File: src/rtl/st1_fetch.sv
// Instruction-fetch stage: holds the PC, drives the instruction-memory address and
// captures the read data after MEM_LATENCY cycles, presenting {pc, inst} to decode.
module st1_fetch #(
    parameter logic [31:0] RESET_PC    = 32'h0000_0000,
    parameter int          MEM_LATENCY = 1
) (
    input  logic        clk,
    input  logic        resetn,
    input  logic        IF_valid,
    input  logic        next_fetch,
    input  logic [32:0] jbr_bus,
    input  logic [31:0] inst,
    output logic [31:0] inst_addr,
    output logic        IF_over,
    output logic [63:0] IF_ID_bus,
    output logic [31:0] IF_pc,
    output logic [31:0] IF_inst
);

    typedef enum logic [1:0] {
        S_IDLE = 2'd0,
        S_WAIT = 2'd1,
        S_DONE = 2'd2
    } state_t;

    localparam logic [2:0] LAT = 3'(MEM_LATENCY);

    state_t      state, state_next;
    logic [31:0] pc, pc_next;
    logic [31:0] inst_r, inst_next;
    logic [2:0]  cnt, cnt_next;

    logic        jbr_taken;
    logic [31:0] jbr_target;

    assign jbr_taken  = jbr_bus[32];
    assign jbr_target = jbr_bus[31:0];

    always_ff @(posedge clk or negedge resetn) begin
        if (!resetn) begin
            state  <= S_IDLE;
            pc     <= RESET_PC;
            inst_r <= 32'd0;
            cnt    <= 3'd0;
        end else begin
            state  <= state_next;
            pc     <= pc_next;
            inst_r <= inst_next;
            cnt    <= cnt_next;
        end
    end

    // next_fetch outranks every transition: it redirects the PC and drops any fetch in flight.
    always_comb begin
        pc_next    = pc;
        state_next = state;
        cnt_next   = cnt;
        inst_next  = inst_r;

        if (next_fetch) begin
            pc_next = jbr_taken ? jbr_target : pc + 32'd4;
        end

        case (state)
            S_IDLE: begin
                if (IF_valid && !next_fetch) begin
                    cnt_next   = 3'd1;
                    state_next = S_WAIT;
                end
            end
            S_WAIT: begin
                if (next_fetch || !IF_valid) begin
                    state_next = S_IDLE;
                end else if (cnt == LAT) begin
                    inst_next  = inst;
                    state_next = S_DONE;
                end else begin
                    cnt_next = cnt + 3'd1;
                end
            end
            S_DONE: begin
                if (next_fetch || !IF_valid) begin
                    state_next = S_IDLE;
                end
            end
            default: begin
                state_next = S_IDLE;
            end
        endcase
    end

    assign inst_addr = pc;
    assign IF_over   = (state == S_DONE);
    assign IF_ID_bus = {pc, inst_r};
    assign IF_pc     = pc;
    assign IF_inst   = inst_r;

endmodule

File: config.mk
export PLATFORM = sky130hd
export DESIGN_NAME = st1_fetch
export DESIGN_NICKNAME = d
export VERILOG_FILES = /design/src/rtl/st1_fetch.sv
export SDC_FILE = /design/constraint.sdc
export NUM_CORES = 1
export LEC_CHECK = 0
export BUFFER_PORTS_ARGS = -buffer_cell sky130_fd_sc_hd__buf_2
export CORE_MARGIN = 2
export CORE_UTILIZATION = 25
export DETAILED_ROUTE_END_ITERATION = 7
export GPL_TIMING_DRIVEN = 0
export MAX_ROUTING_LAYER = met4
export PLACE_DENSITY = 0.57
export SLEW_MARGIN = 10
export SYNTH_ARGS = -nofsm -noshare
export SYNTH_HDL_FRONTEND = slang
export SYNTH_SLANG_ARGS = --single-unit
File: constraint.sdc
create_clock -name clk -period 3 [get_ports clk]
set_clock_uncertainty 0.2 [all_clocks]
set_input_delay 0.3 -clock clk [delete_from_list [all_inputs] [get_ports clk]]
set_output_delay 0.3 -clock clk [all_outputs]
set_load 0.02 [all_outputs]
# == Yosys cells after proc, flatten, opt, wreduce, memory -nomap -nowiden ==
# Index checks and enable logic that the tools add are counted.
# word_totals
regBits,69
input_bits,69
out_inout_bits,161
word_cells,34
# op_classes
bitwise_logic,1
addsub,2
muxes,10
reduce_logical,9
eq_ne,8
# op_table
cell,n
"adder 32 x 3 -> 32 bit, second input constant",1
2-to-1 mux 32 bit,1
2-to-1 mux 3 bit,3
2-to-1 mux 2 bit,4
"!= test 2 bit, second input constant",3
case mux 2 bit (3 select lines),1
case mux 3 bit (2 select lines),1
AND reduction 3 bit,2
AND reduction 4 bit,1
"adder 3 x 1 -> 3 bit, second input constant",1
"== test 3 x 1 -> 1 bit, second input constant",1
"!= test 3 bit, second input constant",1
"== test 2 x 1 -> 1 bit, second input constant",1
"== test 2 bit, second input constant",1
zero test 1 bit,2
zero test 2 bit,1
"!= test 2 x 1 -> 1 bit, second input constant",1
nonzero test 2 bit,1
logical AND 1 bit,1
logical OR 1 bit,1
inverter 1 bit,1

# == Logic depth before layout (Yosys ltp) ==
# Gate-level depths: netlist (run 1).
# depth
ltp_word,4
ltp_mapped,7
ltp_nobuf,7

# == Least setup slack after synthesis (run 1) ==
# OpenSTA, ideal clock, no wires.
# synth_path
path_kind,reg-to-reg
startpoint,"register pc[2], in the netlist IF_pc[2]"
endpoint,"register pc[26], in the netlist IF_pc[26]"
setup_slack_ps,932
required_ps,2731
n_path_buf,0
stages_incl_launch_ff,7
t_arrival_ps,1799
synth_period_minus_slack_ps,2068
setup_time_ps,69
path_cell_list,dfrtp_1 ha_1 nand3_1 nor4_4 nand2_1 or4_1 nand3_1
# synth_between
elab_chain_cells,2
# synth_rtl
item,line_no,rtl
"start, declared",29,"logic [31:0] pc, pc_next;"
"start signal, assigned",47,pc <= pc_next;
adder 32 x 3 -> 32 bit,61,pc_next = jbr_taken ? jbr_target : pc + 32'd4;
2-to-1 mux 32 bit,61,
# Every way passes these cells.
# A chain may end at the register's enable or synchronous reset.

# == Worst setup path in the final report (run 1) ==
# layout_path
startpoint,"register pc[2], in the netlist IF_pc[2]"
endpoint,"register pc[30], in the netlist IF_pc[30]"
# The elaborated chain is that of the path after synthesis.

==> load_flow_metrics.sql, run 1 <==
INSERT INTO impl_metrics (metric_group, metric, value, unit) VALUES
('outcome', 'outcome', 'finished, final reports clean', ''),
('global_route', 'grt-ovfl-total', '0', ''),
('logic_synthesis', 'syn-cell-area', '4150', 'µm²'),
('clock_network', 'ctsHtreeMaxLevel', '3', ''),
('logic_synthesis', 'synth_sequential_area_ratio', '41.6', '%'),
('floorplan', 'initial_utilization', '25.3', '%'),
('logic_synthesis', 'synth_nets', '498', ''),
('setup_path', 'worst-setup-path-type', 'register to register', ''),
('route', 'detail_route.vias_per_cell', '4.42', ''),
('global_route', 'grt_first_pass_wirelength', '20900', 'µm'),
('logic_synthesis', 'post_synth_inst_count', '426', ''),
('pwr', 'vdd_ir_drop_max', '0.000412', 'V'),
('setup_path', 'cp.arrival', '2250', 'ps'),
('cells_and_area', 'fill_cells', '1634', ''),
('logic_synthesis', 'synth-async-reset-ratio', '100', '%'),
('clock_network', 'cts_resized', '0', ''),
('sta', 'finalWorstSetupSlack', '732', 'ps'),
('setup_path', 'critical_path_peak_fanout', '10', ''),
('sta', 'post-route-period-util', '75.6', '%'),
('min_path', 'hold_path_cell_cnt', '3', ''),
('logic_synthesis', 'simple_gate_fraction_of_synth_area', '12.9', '%'),
('logic_synthesis', 'post_synth_top_area_share', '41.6', '%'),
('logic_synthesis', 'post_synth_main_area_contributors', 'sky130_fd_sc_hd__dfrtp_1 (42%), sky130_fd_sc_hd__buf_4 (18%), sky130_fd_sc_hd__mux2_2 (9.2%)', ''),
('logic_synthesis', 'synth_fa_ha_area_share', '0.904', '%'),
('clock_network', 'path_clk_slew', '60', 'ps'),
('clock_network', 'clock_sinks', '69', ''),
('setup_path', 'setup.worst_path.end_class', 'register', ''),
('global_route', 'grtUsageTotal', '15.7', '%'),
('placement', 'gp_routability_congestion', '0.781', ''),
('route', 'dr.first_iter.drc_count', '244', ''),
('cells_and_area', 'layout-area-overhead-vs-synth', '50.8', '%'),
('clock_network', 'cts_inserted_buffers', '9', ''),
('logic_synthesis', 'syn-mean-instance-area', '9.75', 'µm²'),
('placement', 'post-place-ws', '735', 'ps'),
('floorplan', 'fp.dieW', '133', 'µm'),
('setup_path', 'critical_path.startpoint_type', 'register', ''),
('sta', 'fmax', '441', 'MHz'),
('clock_network', 'post_cts.repair.setup_buffers', '0', ''),
('cells_and_area', 'antenna-diode-count', '0', ''),
('route', 'num_vias', '4092', ''),
('logic_synthesis', 'synth_cell_type_count', '47', ''),
('logic_synthesis', 'post-synth-top-area-cell', 'sky130_fd_sc_hd__dfrtp_1', ''),
('sta', 'maxSlewViolCount', '0', ''),
('floorplan', 'fp.coreArea', '16400', 'µm²'),
('cells_and_area', 'final-instance-count-excl-fill', '926', ''),
('sta', 'tightestPinTransition', '647', 'ps'),
('placement', 'postPlaceCellArea', '5600', 'µm²'),
('sta', 'hold_violations', '0', ''),
('logic_synthesis', 'number_of_flops_mapped_to_enable_cells_by_yosys', '0', ''),
('route', 'number_of_iterations_in_the_first_detailed_routing_pass', '5', ''),
('floorplan', 'floorplan.die_area', '17700', 'µm²'),
('sta', 'finalSetupTns', '0', 'ps'),
('global_route', 'grt_pass1_vias', '3798', ''),
('logic_synthesis', 'synth_top_family_by_area', 'buffers and inverters', ''),
('cells_and_area', 'layout.cell_area.non_filler', '6260', 'µm²'),
('sta', 'final_critical_period', '2270', 'ps'),
('route', 'ant_nets', '0', ''),
('sta', 'grt_setup_unrepaired', 'no', ''),
('setup_path', 'timing.reg2reg.worst_path_depth', '7', ''),
('global_route', 'antenna_found_initial', '0', ''),
('clock_network', 'clock_tree_from_tritoncts', 'done', ''),
('logic_synthesis', 'yosys_register_bits', '69', ''),
('cells_and_area', 'final_layout_size_suffix_gt1_share', '55.2', '%'),
('route', 'drt-wirelength-per-cell', '14.8', 'µm'),
('clock_network', 'clock_insertion_delay_worst_skew', '340', 'ps'),
('logic_synthesis', 'xor_xnor_share_of_the_synthesized_area', '0', '%'),
('sta', 'setup_viol_count_final', '0', ''),
('cells_and_area', 'num-nets-final', '773', ''),
('floorplan', 'row_count', '47', ''),
('setup_path', 'cp.required', '2980', 'ps'),
('logic_synthesis', 'synth_flop_cell', 'sky130_fd_sc_hd__dfrtp_1', '');
-- critical path, stage by stage (launching register included) --
cell                      delay [ps]
sky130_fd_sc_hd__dfrtp_1         460
sky130_fd_sc_hd__ha_1            250
sky130_fd_sc_hd__nand3_1         200
sky130_fd_sc_hd__nor4_4          290
sky130_fd_sc_hd__buf_2           290
sky130_fd_sc_hd__nand4_1         160
sky130_fd_sc_hd__o22ai_1         150
sky130_fd_sc_hd__a21oi_1          90
-- final timing paths --
kind / startpoint / endpoint / slack, ps
setup / recovery: IF_pc[2] / IF_pc[30] / 730
setup reg to reg: IF_pc[2] / IF_pc[30] / 730
max in group asynchronous: resetn / IF_inst[25] / 1840
hold / removal: jbr_bus[29] / IF_pc[29] / 10
hold reg to reg: IF_inst[30] / IF_inst[30] / 330
min in group asynchronous: resetn / IF_pc[15] / 210
-- per-stage QoR --
| stage | power [W] | util, % | hold WS [ps] |
|---|---|---|---|
| 2_1_floorplan | 0.00318 | - | -196 |
| 3_3_place_gp | 0.00399 | 33.9 | 297 |
| 3_5_place_dp | 0.00402 | 34.1 | 46.2 |
| 4_1_cts | 0.00519 | 38.2 | 7.77 |
| 5_1_grt | 0.00541 | 38.2 | 8.20 |
| 6_report | 0.00513 | 38.2 | 9.62 |
-- area by class of cell --
type | instances | area [µm²] | share of cell area (%)
sequential | 69 | 1730 | 27.6
multi-input combinational | 237 | 1600 | 25.6
timing repair buffer | 264 | 1520 | 24.3
buffer | 115 | 807 | 12.9
tap | 220 | 275 | 4.40
clock buffer | 13 | 270 | 4.32
clock inverter | 3 | 42.5 | 0.679
inverter | 5 | 18.8 | 0.300
-- layer usage --
| layer | track usage [%] | vias to the layer above | wire, µm |
|---|---|---|---|
| li1 | - | 1986 | - |
| met1 | 18.8 | 1884 | 5760 |
| met2 | 26.6 | 209 | 6690 |
| met3 | 2.72 | 13 | 1030 |
| met4 | 5.38 | 0 | 199 |
| met5 | - | - | 0 |
-- timing repair --
item | in CTS | in global routing
hold buffers | 35 | 0
setup endpoints to repair | 0 | 0
endpoints found under the hold margin | 56 | 0
-- cell usage after synthesis (3+ instances only) --
library cell	instances
sky130_fd_sc_hd__o22ai_1	7
sky130_fd_sc_hd__o211ai_1	4
sky130_fd_sc_hd__buf_4	99
sky130_fd_sc_hd__o21ai_0	19
sky130_fd_sc_hd__nand2_1	33
sky130_fd_sc_hd__nor2_1	18
sky130_fd_sc_hd__a31o_2	5
sky130_fd_sc_hd__nand4_1	5
sky130_fd_sc_hd__dfrtp_1	69
sky130_fd_sc_hd__a22oi_1	7
sky130_fd_sc_hd__nand2b_1	3
sky130_fd_sc_hd__and3_1	9
sky130_fd_sc_hd__a22o_1	3
sky130_fd_sc_hd__a41o_1	5
sky130_fd_sc_hd__buf_2	3
sky130_fd_sc_hd__inv_1	4
sky130_fd_sc_hd__o31ai_1	4
sky130_fd_sc_hd__mux2_2	34
sky130_fd_sc_hd__ha_1	3
sky130_fd_sc_hd__nand3_1	14
sky130_fd_sc_hd__clkbuf_1	13
sky130_fd_sc_hd__a21oi_1	31
-- sequential cells by signal, summed over array words and instances (netlist names) --
register and cells:
cnt 3, state 2, IF_pc 32, IF_inst 32
-- power breakdown --
part	total, W	leakage, nW	internal, W	switching, W
Combinational	0.00249	2.18	0.00114	0.00135
Sequential	0.00153	0.823	0.00122	0.000309
Clock	0.00111	0.152	0.000710	0.000403
Total	0.00513	3.15	0.00307	0.00206
-- layout by cell type (no fill, tap or decap), types with 9 or more instances in the layout --
master,netlist,routed
sky130_fd_sc_hd__clkbuf_1,13,14
sky130_fd_sc_hd__nand2_1,33,33
sky130_fd_sc_hd__nand3_1,14,14
sky130_fd_sc_hd__buf_2,3,230
sky130_fd_sc_hd__a21oi_1,31,31
sky130_fd_sc_hd__clkbuf_16,0,9
sky130_fd_sc_hd__nor2_1,18,18
sky130_fd_sc_hd__mux2_2,34,34
sky130_fd_sc_hd__and3_1,9,9
sky130_fd_sc_hd__o21ai_0,19,19
sky130_fd_sc_hd__dlygate4sd3_1,0,35
sky130_fd_sc_hd__dfrtp_1,69,69
sky130_fd_sc_hd__buf_4,99,100
-- logic make-up after synthesis --
kind of cell | Yosys count
AOI/OAI and AO/OA | 97
adders and majority gates | 3
buffers and inverters | 120
DFF | 69
muxes | 36
and+or+nand+nor | 101
Note: power is estimated with default switching activity, not from simulation.
==> run 2, diff against run 1 <==
PLACE_DENSITY = 0.59   (was 0.57)
clock period = 1.8 ns   (was 3 ns; I/O delays follow)
==> run 2 against run 1 <==
Effect of this change:
- the run now ends with negative setup slack left
- critical path depth decreased by 2
- first-iteration DRC count increased by 13%
- routed wire length increased by 13%
- final cell count increased by 9.9%
- sequential share of layout area decreased by 4.4 points
- maximum frequency increased by 19%
- non-clock buffer count increased by 92
- via count increased by 12%
- sequential power increased by 67%
- largest power group unchanged
- register-to-register slack got worse by 840 ps
- clock-buffer cell count decreased by 2
- hold slack improved by 13 ps
==> load_flow_metrics.sql, run 2 (synthesis gave the netlist of run 1 again) <==
INSERT INTO impl_metrics (metric_group, metric, value, unit) VALUES
('global_route', 'grt_pass1_vias', '4335', ''),
('global_route', 'grt-ovfl-total', '0', ''),
('route', 'drcViolationCount', '0', ''),
('pwr', 'clkPwrFrac', '20.8', '%'),
('sta', 'timing.max_slew.rel_slack', '56.5', '%'),
('global_route', 'antenna_found_initial', '0', ''),
('pwr', 'design_power_total', '0.00937', 'W'),
('outcome', 'outcome', 'finished, violations left', ''),
('pwr', 'p_per_area', '1240', 'nW/µm²'),
('cells_and_area', 'mostFrequentLayoutCells', 'sky130_fd_sc_hd__buf_2 (227), sky130_fd_sc_hd__buf_4 (150), sky130_fd_sc_hd__dlygate4sd3_1 (67), sky130_fd_sc_hd__dfrtp_1 (46), sky130_fd_sc_hd__mux2_4 (32)', ''),
('sta', 'finalSetupTns', '-1360', 'ps'),
('floorplan', 'fp.dieW', '133', 'µm'),
('floorplan', 'io_pins', '230', ''),
('sta', 'final_critical_period', '1910', 'ps'),
('placement', 'postPlaceCellArea', '5720', 'µm²'),
('sta', 'tightestPinTransition', '652', 'ps'),
('cells_and_area', 'mostFrequentLayoutCell', 'sky130_fd_sc_hd__buf_2', ''),
('clock_network', 'ctsHtreeMaxLevel', '3', ''),
('setup_path', 'critical_path_peak_fanout', '5', ''),
('outcome', 'violations', 'negative setup slack', ''),
('setup_path', 'setup.worst_path.end_class', 'register', ''),
('setup_path', 'cp.arrival', '1990', 'ps'),
('setup_path', 'setup.reg_to_reg.worst_slack', '-110', 'ps'),
('route', 'dr.first_iter.drc_count', '275', ''),
('floorplan', 'fp.coreArea', '16400', 'µm²'),
('clock_network', 'clockRootBuffer', 'sky130_fd_sc_hd__clkbuf_16', ''),
('pwr', 'relative_contribution_of_combinational_cells_to_total_power', '51.9', '%'),
('route', 'number_of_iterations_in_the_first_detailed_routing_pass', '5', ''),
('sta', 'maxSlewViolCount', '0', ''),
('clock_network', 'clock_insertion_delay_worst_skew', '340', 'ps'),
('sta', 'grt_setup_unrepaired', 'yes', ''),
('cells_and_area', 'final_layout_size_suffix_gt1_share', '62.9', '%'),
('sta', 'setup_viol_count_final', '41', ''),
('setup_path', 'cp.required', '1880', 'ps'),
('route', 'route.final.wire_length', '15400', 'µm'),
('pwr', 'vdd_ir_drop_max', '0.000900', 'V'),
('placement', 'detailed_placement_hpwl', '10000', 'µm'),
('global_route', 'grt_max_degree', '59', ''),
('setup_path', 'worst-setup-path-type', 'register to register', ''),
('pwr', 'p_switching', '0.00365', 'W'),
('placement', 'numPlacedInstances', '875', ''),
('clock_network', 'cts.path.max_buffers', '2', ''),
('pwr', 'pwr-share-seq', '27.3', '%'),
('cells_and_area', 'final-instance-count-excl-fill', '1018', ''),
('cells_and_area', 'layout.cell_area.non_filler', '7560', 'µm²'),
('floorplan', 'row_count', '47', ''),
('min_path', 'min_delay_path_class', 'input port to asynchronous set/reset pin', ''),
('cells_and_area', 'fill_cells', '1546', ''),
('pwr', 'p_sw_share', '38.9', '%'),
('placement', 'gp_routability_congestion', '0.783', ''),
('placement', 'post-place-ws', '-269', 'ps'),
('floorplan', 'floorplan.die_area', '17700', 'µm²'),
('global_route', 'grtUsageTotal', '16.8', '%'),
('pwr', 'p_leak', '3.72', 'nW'),
('sta', 'post-route-period-util', '106', '%'),
('placement', 'buffer_ports.inserted', '228', ''),
('setup_path', 'critical_path.startpoint_type', 'register', ''),
('route', 'detail_route.vias_per_cell', '4.52', ''),
('cells_and_area', 'layout-area-overhead-vs-synth', '82.1', '%'),
('sta', 'hold_violations', '0', ''),
('floorplan', 'die_height', '133', 'µm'),
('route', 'ant_nets', '0', ''),
('route', 'num_vias', '4597', ''),
('clock_network', 'cts_inserted_buffers', '9', ''),
('cells_and_area', 'antenna-diode-count', '0', ''),
('flow_run', 'maxCapViolations', '0', ''),
('route', 'drt-wirelength-per-cell', '15.2', 'µm'),
('global_route', 'grt_first_pass_wirelength', '22800', 'µm'),
('cells_and_area', 'num-nets-final', '865', ''),
('sta', 'finalWorstSetupSlack', '-107', 'ps'),
('floorplan', 'initial_utilization', '25.3', '%'),
('pwr', 'internal_power', '0.00573', 'W'),
('clock_network', 'path_clk_slew', '60', 'ps'),
('sta', 'fmax', '524', 'MHz'),
('clock_network', 'clock_sinks', '69', ''),
('clock_network', 'clock_tree_from_tritoncts', 'done', '');
[run 2: through the flow]
| stage | hold slack, ps | utilization (%) |
|---|---|---|
| floorplan | -316 | - |
| global placement | 180 | 34.7 |
| detailed placement | -152 | 34.9 |
| CTS | 22.8 | 43.3 |
| global route | 36.6 | 46.1 |
| finish | 22.3 | 46.1 |
[run 2: per-layer routing]
| layer | wire length, µm | up-vias | track usage (%) |
|---|---|---|---|
| li1 | - | 2180 | - |
| met1 | 6170 | 2165 | 19.4 |
| met2 | 7830 | 230 | 29.3 |
| met3 | 1190 | 22 | 3.83 |
| met4 | 238 | 0 | 4.72 |
| met5 | 0 | - | - |
[run 2: power groups by stage]
stage               registers [W]  logic [W]  clock network (W)
floorplan                 0.00308    0.00229                  0
global placement          0.00260    0.00409                  0
detailed placement        0.00262    0.00412                  0
CTS                       0.00258    0.00455            0.00199
global route              0.00264    0.00515            0.00207
finish                    0.00256    0.00487            0.00195
[run 2: critical path: stages (launching register included)]
cell	delay, ps
sky130_fd_sc_hd__dfrtp_2	420
sky130_fd_sc_hd__nand3_4	110
sky130_fd_sc_hd__nor4_4	420
sky130_fd_sc_hd__nand2_2	160
sky130_fd_sc_hd__or4_4	440
sky130_fd_sc_hd__nand3_2	80
[run 2: what timing repair did]
item                                    in CTS  in global routing
gates resized for setup                     46                 31
endpoints found under the setup margin      51                 51
buffers inserted                            20                 35
cloned                                       2                  3
endpoints found under the hold margin      134                  0
hold buffers                                67                  0
pin swaps                                    9                 21
[run 2: layout make-up]
cell class | count | area (µm²) | share of cell area [%]
inverters | 5 | 18.8 | 0.248
clock buffers | 11 | 243 | 3.21
well taps | 220 | 275 | 3.64
plain buffers | 115 | 866 | 11.4
flip-flops and latches | 69 | 1760 | 23.2
clock inverters | 5 | 83.8 | 1.11
repair buffers | 356 | 2400 | 31.7
multi-input cells | 237 | 1920 | 25.4
[run 2: worst paths after layout]
path | start | endpoint | cells past startpoint
max in group asynchronous | resetn | IF_pc[17] | 3
min | resetn | IF_pc[6] | 2
min reg2reg | IF_inst[6] | IF_inst[6] | 1
min in group clk | IF_valid | cnt[0] | 4
max reg2reg | IF_pc[10] | IF_pc[26] | 5
max | IF_pc[10] | IF_pc[26] | 5
==> run 3, diff against run 2 <==
CORE_UTILIZATION = 33   (was 25)
PLACE_DENSITY = 0.72   (was 0.59)
==> run 3 against run 2 <==
Effect of this change:
- largest power group unchanged
- combinational power up 1%
- non-clock buffer count down 12
- largest cell class unchanged
- the run still ends with negative setup slack left
- die area down 24%
==> load_flow_metrics.sql, run 3 (synthesis gave the netlist of run 1 again) <==
INSERT INTO impl_metrics (metric_group, metric, value, unit) VALUES
('global_route', 'grt-ovfl-total', '0', ''),
('floorplan', 'floorplan.die_area', '13500', 'µm²'),
('cells_and_area', 'num-nets-final', '853', ''),
('setup_path', 'path_cells', 'buf_6, and3_4, and4_4, buf_8, nand4_1, o311ai_1', ''),
('floorplan', 'io_pins', '230', ''),
('global_route', 'antenna_found_initial', '0', ''),
('setup_path', 'critical_path_peak_fanout', '5', ''),
('pwr', 'p_per_area', '1280', 'nW/µm²'),
('sta', 'setup_viol_count_final', '47', ''),
('floorplan', 'row_count', '40', ''),
('outcome', 'outcome', 'finished, violations left', ''),
('sta', 'hold_violations', '0', ''),
('clock_network', 'clock_insertion_delay_worst_skew', '330', 'ps'),
('placement', 'post-place-ws', '-225', 'ps'),
('clock_network', 'clockRootBuffer', 'sky130_fd_sc_hd__clkbuf_16', ''),
('sta', 'timing.max_slew.rel_slack', '54.3', '%'),
('route', 'dr.first_iter.drc_count', '250', ''),
('global_route', 'grtUsageTotal', '21.1', '%'),
('clock_network', 'clock_sinks', '69', ''),
('global_route', 'grt_first_pass_wirelength', '21700', 'µm'),
('route', 'drt-wirelength-per-cell', '16.4', 'µm'),
('floorplan', 'fp.coreArea', '12200', 'µm²'),
('setup_path', 'cpPeakStageDelay', '400', 'ps'),
('route', 'drcViolationCount', '0', ''),
('global_route', 'grt_max_degree', '37', ''),
('clock_network', 'ctsHtreeMaxLevel', '3', ''),
('setup_path', 'setup.worst_path.end_class', 'register', ''),
('sta', 'post-route-period-util', '108', '%'),
('placement', 'gp_routability_congestion', '0.848', ''),
('cells_and_area', 'antenna-diode-count', '0', ''),
('cells_and_area', 'final-instance-count-excl-fill', '954', ''),
('pwr', 'p_leak', '3.67', 'nW'),
('sta', 'grt_setup_unrepaired', 'yes', ''),
('route', 'detail_route.vias_per_cell', '4.84', ''),
('placement', 'buffer_ports.inserted', '228', ''),
('setup_path', 'cp.required', '1830', 'ps'),
('flow_run', 'maxCapViolations', '0', ''),
('sta', 'maxSlewViolCount', '0', ''),
('floorplan', 'die_height', '116', 'µm'),
('cells_and_area', 'layout.core_utilization', '60.7', '%'),
('sta', 'final_critical_period', '1940', 'ps'),
('outcome', 'violations', 'negative setup slack', ''),
('clock_network', 'path_clk_slew', '60', 'ps'),
('global_route', 'grt_pass1_vias', '4376', ''),
('sta', 'finalWorstSetupSlack', '-141', 'ps'),
('placement', 'numPlacedInstances', '823', ''),
('clock_network', 'cts_inserted_buffers', '9', ''),
('setup_path', 'cp.arrival', '1970', 'ps'),
('sta', 'fmax', '515', 'MHz'),
('cells_and_area', 'final_layout_size_suffix_gt1_share', '63.7', '%'),
('setup_path', 'crit_path_top_delay_cell', 'sky130_fd_sc_hd__dfrtp_2', ''),
('clock_network', 'clock_tree_from_tritoncts', 'done', ''),
('placement', 'detailed_placement_hpwl', '9850', 'µm'),
('sta', 'tightestPinTransition', '686', 'ps'),
('sta', 'worst_hold_slack', '20.9', 'ps'),
('setup_path', 'worst-setup-path-type', 'register to register', ''),
('min_path', 'min_delay_path_class', 'input port to register', ''),
('setup_path', 'critical_path.startpoint_type', 'register', ''),
('cells_and_area', 'mostFrequentLayoutCells', 'sky130_fd_sc_hd__buf_2 (226), sky130_fd_sc_hd__buf_4 (137), sky130_fd_sc_hd__dlygate4sd3_1 (63), sky130_fd_sc_hd__dfrtp_1 (45)', ''),
('floorplan', 'fp.dieW', '116', 'µm'),
('route', 'num_vias', '4622', ''),
('route', 'route.final.wire_length', '15700', 'µm'),
('pwr', 'vdd_ir_drop_max', '0.000407', 'V'),
('cells_and_area', 'mostFrequentLayoutCell', 'sky130_fd_sc_hd__buf_2', ''),
('route', 'number_of_iterations_in_the_first_detailed_routing_pass', '5', ''),
('route', 'ant_nets', '0', ''),
('cells_and_area', 'layout-area-overhead-vs-synth', '77.9', '%'),
('clock_network', 'cts.path.max_buffers', '2', ''),
('floorplan', 'initial_utilization', '34.1', '%');
[run 3: changes by cell type in the layout (fill, tap and decap cells not counted), sizes merged]
| cell | previous run | this run |
|---|---|---|
| clkinvlp | 2 | 1 |
| dlygate4sd3 | 67 | 63 |
| clkbuf | 26 | 24 |
| clkinv | 2 | 4 |
| buf | 389 | 382 |
[run 3: final cells by class]
class	count	area [µm²]
clock buffer	10	239
timing repair buffer	346	2300
inverter	5	18.8
sequential	69	1760
buffer	113	832
tap	168	210
clock inverter	6	86.3
fill	1025	4770
multi-input combinational	237	1940
[run 3: final timing paths]
path / from / cells after the start / slack, ps / end
worst max register to register: IF_pc[2] / 6 / -140 / IF_pc[27]
worst max-delay path: IF_pc[2] / 6 / -140 / IF_pc[27]
min in group asynchronous: resetn / 2 / 150 / IF_pc[13]
max in group asynchronous: resetn / 3 / 670 / IF_pc[4]
worst min-delay path: jbr_bus[18] / 4 / 20 / IF_pc[18]
worst min register to register: IF_inst[3] / 1 / 340 / IF_inst[3]
[run 3: worst max-delay path, delay by kind of cell (launching register included)]
| kind | cells | cell delay (ps) |
|---|---|---|
| compound gates | 1 | 350 |
| buf+inv | 2 | 240 |
| flops | 1 | 400 |
| simple gates | 3 | 640 |
[run 3: stage by stage]
stage	area, µm²	power [W]	TNS (ps)
after floorplan	4280	0.00536	-782
after CTS	6910	0.00896	-4280
after global placement	5630	0.00666	-11000
after detailed placement	5650	0.00676	-9140
final	7390	0.00946	-2190
after global routing	7390	0.00992	-5040
[run 3: power by group]
part | total (W) | internal (W) | switching, W
clock network | 0.00194 | 0.00125 | 0.000690
logic | 0.00492 | 0.00240 | 0.00252
registers | 0.00260 | 0.00206 | 0.000546
[run 3: what timing repair did]
action | CTS | global route
gates cloned | 2 | 1
setup endpoints to repair | 51 | 54
resized for setup | 26 | 69
setup buffers | 20 | 33
pin swaps | 13 | 22
hold buffers | 63 | 0
hold endpoints to repair | 95 | 0
[run 3: routing by layer]
layer,up-vias,part of all wire [%],global-route usage [%]
met5,-,0,-
met4,0,1.5,8.25
met3,25,6.5,3.32
met2,231,52,38.5
met1,2232,40,23.1
li1,2134,-,-
